<file path="src/rtl/pixel_colorizer.sv">
// Pixel colorizer: maps selector results (black/id/multiple) to RGB through a
// writable per-shape palette, with a frame-based blink that highlights the
// selected shape and flags overlapping pixels. Fixed 2-stage pipeline.
module pixel_colorizer #(
  parameter int unsigned PIXLW         = 12,
  parameter int unsigned MAXSHP        = 16,
  parameter int unsigned BLINK_FRAMES  = 16,
  parameter int unsigned INT_BITS      = 5,
  parameter logic [PIXLW-1:0] BG_COLOR      = 12'h000,
  parameter logic [PIXLW-1:0] OVERLAP_COLOR = 12'hF00
) (
  input  logic                clk,
  input  logic                rst,
  input  logic                in_valid,
  input  logic                in_black,
  input  logic [INT_BITS-1:0] in_id,
  input  logic                in_multiple,
  input  logic                frame_start,
  input  logic                sel_en,
  input  logic [INT_BITS-1:0] sel_id,
  input  logic                pal_we,
  input  logic [INT_BITS-1:0] pal_waddr,
  input  logic [PIXLW-1:0]    pal_wdata,
  output logic                out_valid,
  output logic [PIXLW-1:0]    out_rgb,
  output logic                out_blink_phase
);

  localparam int unsigned CNTW = (BLINK_FRAMES > 1) ? $clog2(BLINK_FRAMES) : 1;

  // Blink / selection state
  logic [CNTW-1:0]     frame_cnt_q, frame_cnt_d;
  logic                phase_q, phase_d;
  logic                sel_en_q, sel_en_d;
  logic [INT_BITS-1:0] sel_id_q, sel_id_d;

  // Palette storage and read port
  logic [PIXLW-1:0]    pal_q [MAXSHP];
  logic [PIXLW-1:0]    pal_rd_c;
  logic                id_oor_c;

  // Stage 1 registers
  logic                s1_valid_q, s1_valid_d;
  logic                s1_black_q, s1_black_d;
  logic                s1_oor_q, s1_oor_d;
  logic                s1_multiple_q, s1_multiple_d;
  logic                s1_phase_q, s1_phase_d;
  logic                s1_match_q, s1_match_d;
  logic [PIXLW-1:0]    s1_pal_q, s1_pal_d;

  // Stage 2 (output) registers
  logic                out_valid_q, out_valid_d;
  logic [PIXLW-1:0]    out_rgb_q, out_rgb_d;
  logic [PIXLW-1:0]    rgb_c;

  // Frame counter, blink phase and selection latch advance only on frame_start
  always_comb begin
    frame_cnt_d = frame_cnt_q;
    phase_d     = phase_q;
    sel_en_d    = sel_en_q;
    sel_id_d    = sel_id_q;
    if (frame_start) begin
      if (frame_cnt_q == CNTW'(BLINK_FRAMES - 1)) begin
        frame_cnt_d = '0;
        phase_d     = ~phase_q;
      end else begin
        frame_cnt_d = frame_cnt_q + CNTW'(1);
      end
      sel_en_d = sel_en;
      sel_id_d = sel_id;
    end
  end

  // Blink / selection state register
  always_ff @(posedge clk) begin
    if (rst) begin
      frame_cnt_q <= '0;
      phase_q     <= 1'b0;
      sel_en_q    <= 1'b0;
      sel_id_q    <= '0;
    end else begin
      frame_cnt_q <= frame_cnt_d;
      phase_q     <= phase_d;
      sel_en_q    <= sel_en_d;
      sel_id_q    <= sel_id_d;
    end
  end

  // Palette write port; out-of-range addresses are dropped
  always_ff @(posedge clk) begin
    if (rst) begin
      for (int unsigned i = 0; i < MAXSHP; i++) pal_q[i] <= '0;
    end else if (pal_we) begin
      for (int unsigned i = 0; i < MAXSHP; i++) begin
        if (32'(pal_waddr) == i) pal_q[i] <= pal_wdata;
      end
    end
  end

  // Palette read of the incoming id (returns 0 when out of range)
  always_comb begin
    pal_rd_c = '0;
    id_oor_c = (32'(in_id) >= MAXSHP);
    for (int unsigned i = 0; i < MAXSHP; i++) begin
      if (32'(in_id) == i) pal_rd_c = pal_q[i];
    end
  end

  // Stage 1 next state: capture pixel with the post-frame_start phase and selection
  always_comb begin
    s1_valid_d    = in_valid;
    s1_black_d    = s1_black_q;
    s1_oor_d      = s1_oor_q;
    s1_multiple_d = s1_multiple_q;
    s1_phase_d    = s1_phase_q;
    s1_match_d    = s1_match_q;
    s1_pal_d      = s1_pal_q;
    if (in_valid) begin
      s1_black_d    = in_black;
      s1_oor_d      = id_oor_c;
      s1_multiple_d = in_multiple;
      s1_phase_d    = phase_d;
      s1_match_d    = sel_en_d && (in_id == sel_id_d);
      s1_pal_d      = pal_rd_c;
    end
  end

  // Stage 1 register
  always_ff @(posedge clk) begin
    if (rst) begin
      s1_valid_q    <= 1'b0;
      s1_black_q    <= 1'b0;
      s1_oor_q      <= 1'b0;
      s1_multiple_q <= 1'b0;
      s1_phase_q    <= 1'b0;
      s1_match_q    <= 1'b0;
      s1_pal_q      <= '0;
    end else begin
      s1_valid_q    <= s1_valid_d;
      s1_black_q    <= s1_black_d;
      s1_oor_q      <= s1_oor_d;
      s1_multiple_q <= s1_multiple_d;
      s1_phase_q    <= s1_phase_d;
      s1_match_q    <= s1_match_d;
      s1_pal_q      <= s1_pal_d;
    end
  end

  // Stage 2 colour priority: background, overlap flag, highlight, palette
  always_comb begin
    rgb_c = s1_pal_q;
    if (s1_black_q || s1_oor_q) begin
      rgb_c = BG_COLOR;
    end else if (s1_multiple_q && s1_phase_q) begin
      rgb_c = OVERLAP_COLOR;
    end else if (s1_match_q && s1_phase_q) begin
      rgb_c = ~s1_pal_q;
    end
    out_valid_d = s1_valid_q;
    out_rgb_d   = s1_valid_q ? rgb_c : out_rgb_q;
  end

  // Output register; colour holds across invalid slots
  always_ff @(posedge clk) begin
    if (rst) begin
      out_valid_q <= 1'b0;
      out_rgb_q   <= '0;
    end else begin
      out_valid_q <= out_valid_d;
      out_rgb_q   <= out_rgb_d;
    end
  end

  assign out_valid       = out_valid_q;
  assign out_rgb         = out_rgb_q;
  assign out_blink_phase = phase_q;

endmodule

</file>
<file path="config.mk">
export PLATFORM = sky130hd
export DESIGN_NAME = pixel_colorizer
export DESIGN_NICKNAME = d
export VERILOG_FILES = /design/src/rtl/pixel_colorizer.sv
export SDC_FILE = /design/constraint.sdc
export NUM_CORES = 1
export LEC_CHECK = 0
export ABC_AREA = 1
export CORE_MARGIN = 2
export CORE_UTILIZATION = 40
export DETAILED_ROUTE_END_ITERATION = 16
export PLACE_DENSITY = 0.6
export SYNTH_ARGS = -nofsm -noshare
export SYNTH_HDL_FRONTEND = slang
export SYNTH_SLANG_ARGS = --single-unit
</file>
<file path="constraint.sdc">
create_clock -name clk -period 4.2 [get_ports clk]
set_input_delay 0.84 -clock clk [delete_from_list [all_inputs] [get_ports clk]]
set_output_delay 0.84 -clock clk [all_outputs]
set_load 0.01 [all_outputs]
</file>
==> metrics.txt <==
largest net degree at the start of global routing=33; Placer Congestion=0.847; final setup violation count=0; TritonRoute pass-1 iters=5; met2 usage=0.307; Total Routing Usage GR=0.182; CP startpoint kind=input port; relative slew slack=0.456; initial antenna violation count=0; VDD IR max=0.304 mV; Post-CTS Setup Repair Bufs=0; Worst Setup End Kind=flop; Yosys warning count=0; cts repair resizes=0; First DRT Iteration DRCs=696; standard-cell rows=58; CTS Hold Bufs=0; Nets=1,138; boundary pin count=49; Slew Limit Fails=0; H-Tree Depth=1; die area=26,700 um^2; Die Span Y=163 um; Die Width=163 um; fraction of the mapped netlist area in adder cells=0.00123; most common library cells after synthesis=nand2_1 (254), nor2_1 (225), edfxtp_1 (192); layout cells sized above 1=0.0813; setup TNS=0 ns; root cell of the clock tree=clkbuf_16; register area share after synthesis=0.651; HP Class=flop to flop; Final period util=0.739; Slew @ Worst Pin=0.813 ns; post-synthesis mux area share=0.00493; Netlist cell types=35; post-synthesis cell count=1,046; busiest grt layer=met2; CTS max path bufs=3; wire length per cell=16.5 um; met3 usage=0.0302; CTS tree=yes; simple-gate area share of the yosys netlist=0.239; CTS buffer count=24; total number of vias=7,071; RSZ-0062 raised after global routing=false; crit-path cells=clkdlybuf4s50_1 -> inv_1 -> nor2_1 -> inv_1 -> nor3_1 -> nand2_1 -> nand2_1; total of max-cap violations=0; top post-synthesis cells by area=edfxtp_1 (57%), nand2_1 (9.4%), nor2_1 (8.3%); Layout Cells excl Fill=1,449; core area=25,000 um^2; Place WS=0.609 ns; CP Max Fanout=13; setup ws final=1.10 ns; Synth Area in Compound Gates=0.0306; WL final=24,000 um; gr ovfl total=0; Mapped Area=10,200 um^2; Post-DP HPWL=16,600 um; clock tree sinks=234; clock latency on the worst-skew pair=0.51 ns; Max Fclk=322 MHz; area leader, netlist=edfxtp_1; drc violations=0; slowest CP cell=nor3_1; post-placement cell count=1,406; CP arrival=3.25 ns; Clk pin slew, worst setup/hold paths=0.06 ns; Pwr Density=436 nW/um^2; CP Data Required Time=4.35 ns; Seq cells post-synth=234; Final ANT Viol Nets=0; Final min period=3.10 ns; Synth Area in XOR/XNOR=0.00863; main combinational cell family by area after synthesis=simple AND/OR/NAND/NOR gates; Synth async-reset ratio=0; global-route wire length before repair=37,000 um; top_reg_cell synth=edfxtp_1; CP Class=input port to flop; Leakage=0.00444 uW; number of diodes=0; Yosys top cell area share=0.568; effective utilization at floorplan=0.405; via/cell ratio=4.88; status=finished, final reports clean; most common cell in the netlist=nand2_1; routing usage on met1=0.244; Mapped Nets=1,082; Tot Pwr=5140 uW; Post-Syn Area per Cell=9.70 um^2; Post-synth EDFFs=192; Syn-to-layout area delta=16.0%; final hold vios=0; vias in the first global route=6,732; slowest stage delay, CP=0.51 ns; I/O Buffers=48; Setup Skew=0.0130 ns
==> through the flow <==
step,util,area (um^2),hold WS [ns]
floorplan,-,10200,0.451
global placement,0.439,11000,0.453
detailed placement,0.439,11000,0.456
CTS,0.470,11800,0.465
global route,0.470,11800,0.485
finish,0.470,11800,0.462
==> final timing paths <==
kind / start / end / slack [ns] / depth (start not counted)
worst min-delay path: out_rgb[5] / out_rgb[5] / 0.46 / 2
worst max-delay path: pal_we / pal_q[0][11] / 1.10 / 7
worst min register to register: out_rgb[5] / out_rgb[5] / 0.46 / 2
worst max register to register: pal_q[0][9] / s1_pal_q[9] / 2.38 / 10
==> layout make-up <==
class / count / area, um^2
tap: 330 / 413
multi-input combinational: 653 / 2890
clock inverter: 17 / 154
sequential: 234 / 6610
fill: 2335 / 13300
clock buffer: 26 / 629
timing repair buffer: 67 / 618
inverter: 122 / 460
==> per-layer routing <==
| metal | wire length, um | vias up | part of all wire |
|---|---|---|---|
| met3 | 1450 | 33 | 0.060 |
| met1 | 10600 | 3352 | 0.44 |
| li1 | - | 3494 | - |
| met2 | 11500 | 192 | 0.48 |
| met5 | 0 | - | 0 |
| met4 | 493 | 0 | 0.021 |
==> critical path, delay by kind of cell <==
family                 cells  cell delay (ns)
buffers and inverters      3             0.61
and+or+nand+nor            4             1.80
==> where the power goes <==
part           internal (uW)  total, uW  leakage [uW]  switching [uW]
registers               2660       2700       0.00218            44.9
clock network           1260       2110      0.000379             852
logic                   98.7        324       0.00188             225
total                   4010       5140       0.00444            1120
==> placed cells by master, fill, tap and decap left out, types with 2 or more instances in the layout <==
| cell | netlist | layout |
|---|---|---|
| nand2_1 | 254 | 254 |
| nor2_1 | 225 | 225 |
| edfxtp_1 | 192 | 192 |
| inv_1 | 101 | 101 |
| clkdlybuf4s50_1 | 0 | 47 |
| dfxtp_1 | 42 | 42 |
| nand4_1 | 33 | 33 |
| a21oi_1 | 28 | 28 |
| nand3_1 | 27 | 27 |
| clkbuf_16 | 0 | 25 |
| clkinv_1 | 12 | 22 |
| buf_4 | 5 | 19 |
| o21ai_0 | 23 | 18 |
| xnor2_1 | 10 | 10 |
| nor2_2 | 9 | 9 |
| inv_2 | 8 | 8 |
| nor2_4 | 7 | 7 |
| or2_2 | 7 | 7 |
| nor3_1 | 5 | 5 |
| o21ai_1 | 0 | 5 |
| mux2i_1 | 5 | 5 |
| nand2_2 | 5 | 5 |
| or2_0 | 3 | 3 |
| bufinv_16 | 0 | 3 |
| o22ai_1 | 2 | 2 |
| a221oi_1 | 2 | 2 |
| clkinv_2 | 0 | 2 |
==> flip-flops by register name, indices dropped and copies added, names as in the netlist, 4 cells and up <==
| signal | cells |
|---|---|
| s1_pal_q | 12 |
| pal_q | 192 |
| sel_id_q | 5 |
| frame_cnt_q | 4 |
| out_rgb | 12 |
==> cell families (layout without fill, tap and decap cells) <==
kind of cell	count (synthesis)	in the layout
AND/OR/NAND/NOR	579	579
flip-flops	234	234
XOR/XNOR	10	10
buffers and inverters	159	232
AO/OA/AOI/OAI	58	58
multiplexers	5	5
adder cells (fa/ha/maj)	1	1
No activity file was read; power rests on OpenSTA's default activity.
